`src/rtl/vga_timing_pkg.sv`:
```
// Purpose: shared 640x480@60 timing constants, counter/sync types and a window helper.
// Latency: n/a (constants and a pure function only).
// Backpressure: n/a.
// Used by vga_sync_gen and by the pattern renderer so both agree on frame geometry.
package vga_timing_pkg;

  localparam int H_ACTIVE = 640;
  localparam int H_FP     = 16;
  localparam int H_SYNC   = 96;
  localparam int H_BP     = 48;
  localparam int H_TOTAL  = H_ACTIVE + H_FP + H_SYNC + H_BP;   // 800

  localparam int V_ACTIVE = 480;
  localparam int V_FP     = 10;
  localparam int V_SYNC   = 2;
  localparam int V_BP     = 33;
  localparam int V_TOTAL  = V_ACTIVE + V_FP + V_SYNC + V_BP;   // 525

  // Sync windows are half-open: [START, END)
  localparam int H_SYNC_START = H_ACTIVE + H_FP;               // 656
  localparam int H_SYNC_END   = H_SYNC_START + H_SYNC;         // 752
  localparam int V_SYNC_START = V_ACTIVE + V_FP;               // 490
  localparam int V_SYNC_END   = V_SYNC_START + V_SYNC;         // 492

  localparam int CNT_W = 10;
  typedef logic [CNT_W-1:0] cnt_t;

  typedef struct packed {
    logic hs;
    logic vs;
    logic von;
  } sync_t;

  function automatic logic in_window(input cnt_t c, input int lo, input int hi);
    return (int'(c) >= lo) && (int'(c) < hi);
  endfunction

endpackage

```
`src/rtl/vga_delay_line.sv`:
```
// Purpose: fixed-depth shift register with a per-bit reset value.
// Latency: DEPTH cycles from din to dout.
// Backpressure: none; shifts every cycle.
// Ports: VGA_clk, rst (async, active-high), din[WIDTH], dout[WIDTH].
module vga_delay_line #(
  parameter int               WIDTH   = 1,
  parameter int               DEPTH   = 1,
  parameter logic [WIDTH-1:0] RST_VAL = '0
) (
  input  logic             VGA_clk,
  input  logic             rst,
  input  logic [WIDTH-1:0] din,
  output logic [WIDTH-1:0] dout
);

  logic [WIDTH-1:0] stage [DEPTH];

  always_ff @(posedge VGA_clk or posedge rst) begin
    if (rst) begin
      for (int i = 0; i < DEPTH; i++) stage[i] <= RST_VAL;
    end else begin
      stage[0] <= din;
      for (int i = 1; i < DEPTH; i++) stage[i] <= stage[i-1];
    end
  end

  assign dout = stage[DEPTH-1];

endmodule

```
`src/rtl/vga_sync_gen.sv`:
```
// Purpose: 640x480@60 VGA timing; drives renderer coords, aligns sync with returned RGB.
// Latency: xpos/ypos are the counters; hsync/vsync/video_on/vga_* lag them by PIPE_DLY+1.
// Backpressure: none; free-running, renderer must honour the fixed PIPE_DLY latency.
// Ports: VGA_clk, rst (async, active-high); out xpos/ypos[10], frame_start;
//        in pat_r/g/b[4]; out hsync, vsync, video_on, vga_r/g/b[4].
// Build option: VGA_SYNC_BLANK_EN forces vga_r/g/b to 0 outside the active area.
module vga_sync_gen
  import vga_timing_pkg::*;
#(
  parameter int   H_ACTIVE = vga_timing_pkg::H_ACTIVE,
  parameter int   H_FP     = vga_timing_pkg::H_FP,
  parameter int   H_SYNC   = vga_timing_pkg::H_SYNC,
  parameter int   H_BP     = vga_timing_pkg::H_BP,
  parameter int   V_ACTIVE = vga_timing_pkg::V_ACTIVE,
  parameter int   V_FP     = vga_timing_pkg::V_FP,
  parameter int   V_SYNC   = vga_timing_pkg::V_SYNC,
  parameter int   V_BP     = vga_timing_pkg::V_BP,
  parameter logic SYNC_POL = 1'b0,
  parameter int   PIPE_DLY = 2
) (
  input  logic       VGA_clk,
  input  logic       rst,
  output logic [9:0] xpos,
  output logic [9:0] ypos,
  output logic       frame_start,
  input  logic [3:0] pat_r,
  input  logic [3:0] pat_g,
  input  logic [3:0] pat_b,
  output logic       hsync,
  output logic       vsync,
  output logic       video_on,
  output logic [3:0] vga_r,
  output logic [3:0] vga_g,
  output logic [3:0] vga_b
);

  localparam int H_TOT    = H_ACTIVE + H_FP + H_SYNC + H_BP;
  localparam int V_TOT    = V_ACTIVE + V_FP + V_SYNC + V_BP;
  localparam int HS_START = H_ACTIVE + H_FP;
  localparam int HS_END   = HS_START + H_SYNC;
  localparam int VS_START = V_ACTIVE + V_FP;
  localparam int VS_END   = VS_START + V_SYNC;

  localparam sync_t SYNC_IDLE = '{hs: ~SYNC_POL, vs: ~SYNC_POL, von: 1'b0};

  generate
    if (PIPE_DLY < 1 || PIPE_DLY > 4) begin : g_bad_pipe_dly
      $error("vga_sync_gen: PIPE_DLY=%0d outside legal range 1..4", PIPE_DLY);
    end
  endgenerate

  cnt_t  h_cnt, v_cnt;
  logic  run;
  logic  h_last, v_last;
  sync_t sync_raw, sync_dly;

  assign h_last = (h_cnt == cnt_t'(H_TOT - 1));
  assign v_last = (v_cnt == cnt_t'(V_TOT - 1));

  // The first clock after reset holds 0,0 and raises frame_start, so pixel
  // (0,0) is presented with its frame marker before counting begins.
  always_ff @(posedge VGA_clk or posedge rst) begin
    if (rst) begin
      h_cnt       <= '0;
      v_cnt       <= '0;
      run         <= 1'b0;
      frame_start <= 1'b0;
    end else if (!run) begin
      run         <= 1'b1;
      frame_start <= 1'b1;
    end else begin
      frame_start <= h_last && v_last;
      if (h_last) begin
        h_cnt <= '0;
        v_cnt <= v_last ? '0 : v_cnt + cnt_t'(1);
      end else begin
        h_cnt <= h_cnt + cnt_t'(1);
      end
    end
  end

  assign xpos = h_cnt;
  assign ypos = v_cnt;

  // Raw timing is held idle during the start-up hold cycle so the repeated
  // 0,0 count does not produce a phantom active pixel down the delay line.
  always_comb begin
    sync_raw = SYNC_IDLE;
    if (run) begin
      sync_raw.hs  = in_window(h_cnt, HS_START, HS_END) ? SYNC_POL : ~SYNC_POL;
      sync_raw.vs  = in_window(v_cnt, VS_START, VS_END) ? SYNC_POL : ~SYNC_POL;
      sync_raw.von = (int'(h_cnt) < H_ACTIVE) && (int'(v_cnt) < V_ACTIVE);
    end
  end

  // Matches the renderer latency; the output register below adds the final
  // stage shared with the RGB capture.
  vga_delay_line #(
    .WIDTH   ($bits(sync_t)),
    .DEPTH   (PIPE_DLY),
    .RST_VAL (SYNC_IDLE)
  ) u_sync_dly (
    .VGA_clk (VGA_clk),
    .rst     (rst),
    .din     (sync_raw),
    .dout    (sync_dly)
  );

  always_ff @(posedge VGA_clk or posedge rst) begin
    if (rst) begin
      hsync    <= SYNC_IDLE.hs;
      vsync    <= SYNC_IDLE.vs;
      video_on <= 1'b0;
      vga_r    <= 4'h0;
      vga_g    <= 4'h0;
      vga_b    <= 4'h0;
    end else begin
      hsync    <= sync_dly.hs;
      vsync    <= sync_dly.vs;
      video_on <= sync_dly.von;
`ifdef VGA_SYNC_BLANK_EN
      // Gate on the value being loaded into video_on so colour and the
      // active flag change in the same cycle at the connector.
      vga_r    <= sync_dly.von ? pat_r : 4'h0;
      vga_g    <= sync_dly.von ? pat_g : 4'h0;
      vga_b    <= sync_dly.von ? pat_b : 4'h0;
`else
      vga_r    <= pat_r;
      vga_g    <= pat_g;
      vga_b    <= pat_b;
`endif
    end
  end

endmodule

```
`config.mk`:
```
export PLATFORM = sky130hd
export DESIGN_NAME = vga_sync_gen
export DESIGN_NICKNAME = d
export VERILOG_FILES = /design/src/rtl/vga_timing_pkg.sv /design/src/rtl/vga_delay_line.sv /design/src/rtl/vga_sync_gen.sv
export SDC_FILE = /design/constraint.sdc
export NUM_CORES = 1
export LEC_CHECK = 0
export CELL_PAD_IN_SITES_DETAIL_PLACEMENT = 1
export CELL_PAD_IN_SITES_GLOBAL_PLACEMENT = 1
export CORE_ASPECT_RATIO = 1.25
export CORE_UTILIZATION = 33
export CTS_CLUSTER_DIAMETER = 150
export DETAILED_ROUTE_END_ITERATION = 10
export PLACE_DENSITY_LB_ADDON = 0.1
export SLEW_MARGIN = 10
export SYNTH_ARGS = -nofsm -noshare
export SYNTH_HDL_FRONTEND = slang
export SYNTH_HIERARCHICAL = 1
export SYNTH_SLANG_ARGS = --single-unit
```
`constraint.sdc`:
```
create_clock -name VGA_clk -period 1.7 [get_ports VGA_clk]
set_input_delay 0.255 -clock VGA_clk [delete_from_list [all_inputs] [get_ports VGA_clk]]
set_output_delay 0.255 -clock VGA_clk [all_outputs]
set_load 0.05 [all_outputs]
```
After elaboration in Yosys (flattened, before gate mapping)
Index checks and enable logic that the tools add are counted.
{ "word_totals": {"inputBits": 14, "wordCells": 33, "ff_bits": 43, "output_inout_bits": 36} }
{ "classes": {"n_eq_ne": 2, "reduce_logical": 5, "n_addsub": 2, "order_cmp": 6, "muxes": 6} }
{ "ops": {"columns": ["cell", "n"], "rows": [
  ["$add A10 B1 Y10 const B", 2],
  ["$eq A10 B10 Y1 const B", 2],
  ["$lt A10 B10 Y1 const B", 2],
  ["$lt A10 B9 Y1 const B", 2],
  ["$mux W10", 2],
  ["$ge A10 B10 Y1 const B", 1],
  ["$ge A10 B9 Y1 const B", 1],
  ["$logic_and A1 B1 Y1", 4],
  ["$mux W1", 3],
  ["$mux W3", 1],
  ["$reduce_and A2 Y1", 1]
]} }

Logic depth before layout (Yosys ltp)
{ "logic_depth": {"ltp_word": 4, "depth_mapped": 6, "mapped_depth_nobuf": 6} }

By module
Netlist, hierarchy kept.
{ "by_module_without_submodules": {"columns": ["module", "instances", "seq_area_each_um2", "cells_per_inst", "area_each_um2"], "rows": [
  ["vga_sync_gen", 1, 928.4, 137, 1590.3],
  ["vga_delay_line", 1, 155.1, 10, 181.4]
]} }

Least setup slack after synthesis
OpenSTA, ideal clock, no wires.
{ "synth_timing": {"path_kind": "register to register", "from": "reg h_cnt[0], in the netlist xpos[0]", "to": "reg v_cnt[3], in the netlist ypos[3]", "t_required_ns": 1.579, "setup_time_ns": 0.121, "period_less_slack_ns": 1.943, "slack_ns": -0.243, "path_stages_with_launch": 6, "n_path_buf": 0, "arrival_time_ns": 1.822, "path_cell_list": "dfrtp_1 -> ha_1 -> nand4bb_2 -> or3_1 -> a21o_1 -> a22o_1"} }
{ "synth_between": {"elab_chain_cells": 2} }
{ "synth_lines": {"columns": ["element", "line_no", "source"], "rows": [
  ["start, declared", "vga_sync_gen.sv:52", "cnt_t h_cnt, v_cnt;"],
  ["start signal, assigned", "vga_sync_gen.sv:77", "h_cnt <= h_cnt + cnt_t'(1);"],
  ["$eq A10 B10 Y1", "vga_sync_gen.sv:57", "assign h_last = (h_cnt == cnt_t'(H_TOT - 1));"],
  ["$reduce_and A2 Y1 (no source line)", null, null],
  ["end signal, assigned", "vga_sync_gen.sv:75", "v_cnt <= v_last ? '0 : v_cnt + cnt_t'(1);"],
  ["end, declared", "vga_sync_gen.sv:52", null]
]} }
Every way passes these cells.
A chain may end at the register's enable or synchronous reset.

Worst setup path after layout
{ "layout_timing": {"from": "reg v_cnt[0], in the netlist ypos[0]", "to": "reg v_cnt[3], in the netlist ypos[3]"} }
{ "layout_between": {"elab_chain_cells": 2, "elab_cells_between_ends": 3, "classes_between": "add/sub (1); eq/ne (1); mux (1)"} }
{ "layout_lines": {"columns": ["element", "line_no"], "rows": [
  ["$add A10 B1 Y10 or $eq A10 B10 Y1 (tied branches)", "vga_sync_gen.sv:75, vga_sync_gen.sv:58"],
  ["$mux W10 *", "vga_sync_gen.sv:75"]
]} }
Every way passes the cells marked *; elsewhere a longest branch is shown, timed or not.

==> results.md <==
- Starting DRT DRC Count: 43
- Hold Vio Cnt, Final: 0
- Largest family of logic cells by synthesized area: simple AND/OR/NAND/NOR gates
- Mapped Cells: 147
- Syn nets: 166
- Detail Route Antenna Nets: 0
- Mean post-synth cell area: 12.1 sq um
- Initial Util: 0.346
- Initial antenna violation count: 0
- Synthesized area: 1770 sq um
- Worst skew pair latency: 0.30 ns
- Max-Slew Margin vs Limit: 0.666
- VDD IR-drop max: 797 uV
- # clock sinks: 43
- Pleak: 1.16 nW
- Max-slew violations: 0
- Comb power frac: 0.309
- CP Launch Point: ypos[0]$_DFFE_PP0P_
- CTS HTree Levels: 2
- Final period utilization: 0.947
- Ports: 50
- Max_cap viols: 0
- Share of Yosys cell area claimed by the top area cell type: 0.523
- R2r startpoint: ypos[0]$_DFFE_PP0P_
- Vias in the first global route: 1456
- Area share of fa/ha/maj cells after synthesis: 0.0353
- Worst Hold Class: input port to async pin
- # placed instances: 270
- Post-synth EDFFs: 0
- Hold slack: 0.199 ns
- Internal power: 1.72 mW
- Synth area leader: dfrtp_1
- Sw frac: 0.383
- Root buf cell: clkbuf_8
- Post-route setup TNS: 0 ns
- Final GP Congestion: 0.798
- Startpoint types: register
- Hold_buf cts: 0
- Finish-stage setup viols: 0
- Proportion of layout cells with a drive suffix above 1: 0.404
- Largest net degree at the start of global routing: 26
- Seq/Total Area, Yosys: 0.612
- Worst setup EP type: register
- Mux cell area share after synthesis: 0.0191
- Slew @ Worst Pin: 0.500 ns
- Core Footprint: 5120 sq um
- Setup Skew: 0.00591 ns
- Sequential Power Share: 0.462
- Non-Filler Instances: 280
- Die outline width: 67.5 um
- Fmax: 621 MHz
- First-pass GRT wire length: 7.26 mm
- Final Util: 0.486
- Final HPWL DP: 3.25 mm
- DR pass1 iterations: 4
- CTS tree: done
- Synth Area in XOR/XNOR: 0.0494
- Crit path max fanout: 4
- # rows: 29
- Synthesis-stage register bit count: 43
- Power per Cell Area: 1120 nW/um^2
- Grt ovf: 0
- Outcome: complete, no violations
- Synth area leaders: dfrtp_1 (52%), dfstp_2 (8.9%), ha_1 (3.5%)
- Via count: 1369
- Clock slew at reported path FFs: 0.08 ns
- Fin worst setup slack: 0.0897 ns
- Die area: 5670 sq um
- Switching power: 1.07 mW
- Vias per cell: 4.89
- Clock power share: 0.229
- WL final: 4.29 mm
- Ys Warns: 6
- Pre-CTS setup slack: 0.0402 ns
- Layout Area Growth over Synthesis: 40.3%
- Clock Tree Buf Depth: 2
- R2R depth: 6
- Predominant post-synthesis flop cell: dfrtp_1
- CP Class: register to register
- DRC Markers: 0
- R2R Setup Slk: 0.09 ns
- Ys async rst share: 1.00
- Nets@finish: 236
- Crit path DAT: 1.81 ns
- Die H: 83.9 um
- Post-synthesis simple-gate area fraction: 0.186
- GRT Resource Usage Total: 0.171
- I/O Buffers: 49
- Reg2Reg Capture Point: ypos[3]$_DFFE_PP0P_
- WP data required: 1.90 ns
- DR WL/cell: 15.3 um
- ANT cells: 0
- Synth Area in Compound Gates: 0.0572
- Total CTS buffers: 5
- Yosys cell types: 37
- Min cycle time layout: 1.61 ns
-- metrics by stage --
step / power [mW] / instance area (sq um)
3_3_place_gp: 2.16 / 2370
3_5_place_dp: 2.18 / 2370
5_1_grt: 2.96 / 2490
2_1_floorplan: 1.86 / 1800
6_report: 2.79 / 2490
4_1_cts: 2.84 / 2460
-- power by group through the flow --
| stage | Clock [mW] | Sequential [mW] | Combinational, mW |
|---|---|---|---|
| global route | 0.709 | 1.31 | 0.934 |
| global placement | 0 | 1.30 | 0.857 |
| finish | 0.640 | 1.29 | 0.863 |
| detailed placement | 0 | 1.31 | 0.870 |
| floorplan | 0 | 1.63 | 0.237 |
| CTS | 0.673 | 1.29 | 0.874 |
-- state kept, by name, summed over array words and instances, names as in the netlist --
name,flops
frame_start,1
hsync,1
run,1
u_sync_dly/dout,3
u_sync_dly/stage,3
vga_b,4
vga_g,4
vga_r,4
video_on,1
vsync,1
xpos,10
ypos,10
-- worst max-delay path, cell delays in order (launching register included) --
cell      delay (ns)
dfrtp_2         0.41
inv_2           0.09
ha_1            0.16
nor4bb_4        0.21
nand4_1         0.22
a21o_1          0.23
a22o_1          0.18
-- area by class of cell --
cell class / instances / area (sq um)
sequential: 43 / 1100
inverter: 8 / 30.0
clock buffer: 6 / 72.6
multi-input combinational: 91 / 649
timing repair buffer: 68 / 548
tap: 62 / 77.6
clock inverter: 2 / 12.5
fill: 570 / 2630
-- cells in the mapped netlist, types with 2 or more instances --
cell and number:
a22o_1 2, o22ai_1 2, dfrtp_1 37, xnor2_1 7, a31oi_1 2, and3_1 3, nor2b_1 2, dfstp_2 6
mux2_2 3, nand2_1 13, buf_4 3, nand3_1 6, nor2_1 9, ha_1 5, nand4_1 6, nor3_1 6
inv_1 8, o21ai_0 6, xor2_1 3
-- routing by layer --
layer  track usage  vias up  part of all wire
li1              -      649                 -
met1         0.201      682              0.41
met2         0.288       32              0.52
met3        0.0464        6             0.051
met4        0.0638        0             0.017
met5             0        -                 0
-- logic make-up after synthesis --
kind of cell,after synthesis
xor+xnor,10
other cells,1
fa+ha+maj,5
simple gates,56
compound gates,16
flops,43
buf+inv,13
mux,3
-- how the worst max path moves through the flow --
stage | depth (start not counted) | endpoint
2_1_floorplan | 6 | ypos[4]$_DFFE_PP0P_
3_3_place_gp | 6 | ypos[2]$_DFFE_PP0P_
6_report | 6 | ypos[3]$_DFFE_PP0P_
5_1_grt | 6 | ypos[3]$_DFFE_PP0P_
4_1_cts | 1 | video_on
3_5_place_dp | 6 | ypos[3]$_DFFE_PP0P_
-- placed cells by master (no fill, tap or decap), drive strengths merged, types with 2 or more instances in the layout --
| cell | count |
|---|---|
| nor2b | 2 |
| inv | 8 |
| mux2 | 3 |
| xnor2 | 7 |
| nand3 | 6 |
| nand4b | 2 |
| a22o | 2 |
| and3 | 3 |
| clkdlybuf4s50 | 13 |
| a31oi | 2 |
| nand4 | 6 |
| dfrtp | 37 |
| ha | 5 |
| nor3 | 7 |
| o21ai | 6 |
| nor2 | 9 |
| nand2 | 13 |
| buf | 54 |
| clkbuf | 6 |
| o22ai | 2 |
| dfstp | 6 |
| xor2 | 3 |
-- what timing repair did --
item,CTS,global route
setup buffers,0,2
gates resized for setup,0,3
setup endpoints to repair,0,5
Power figures use the tool's default switching activity.
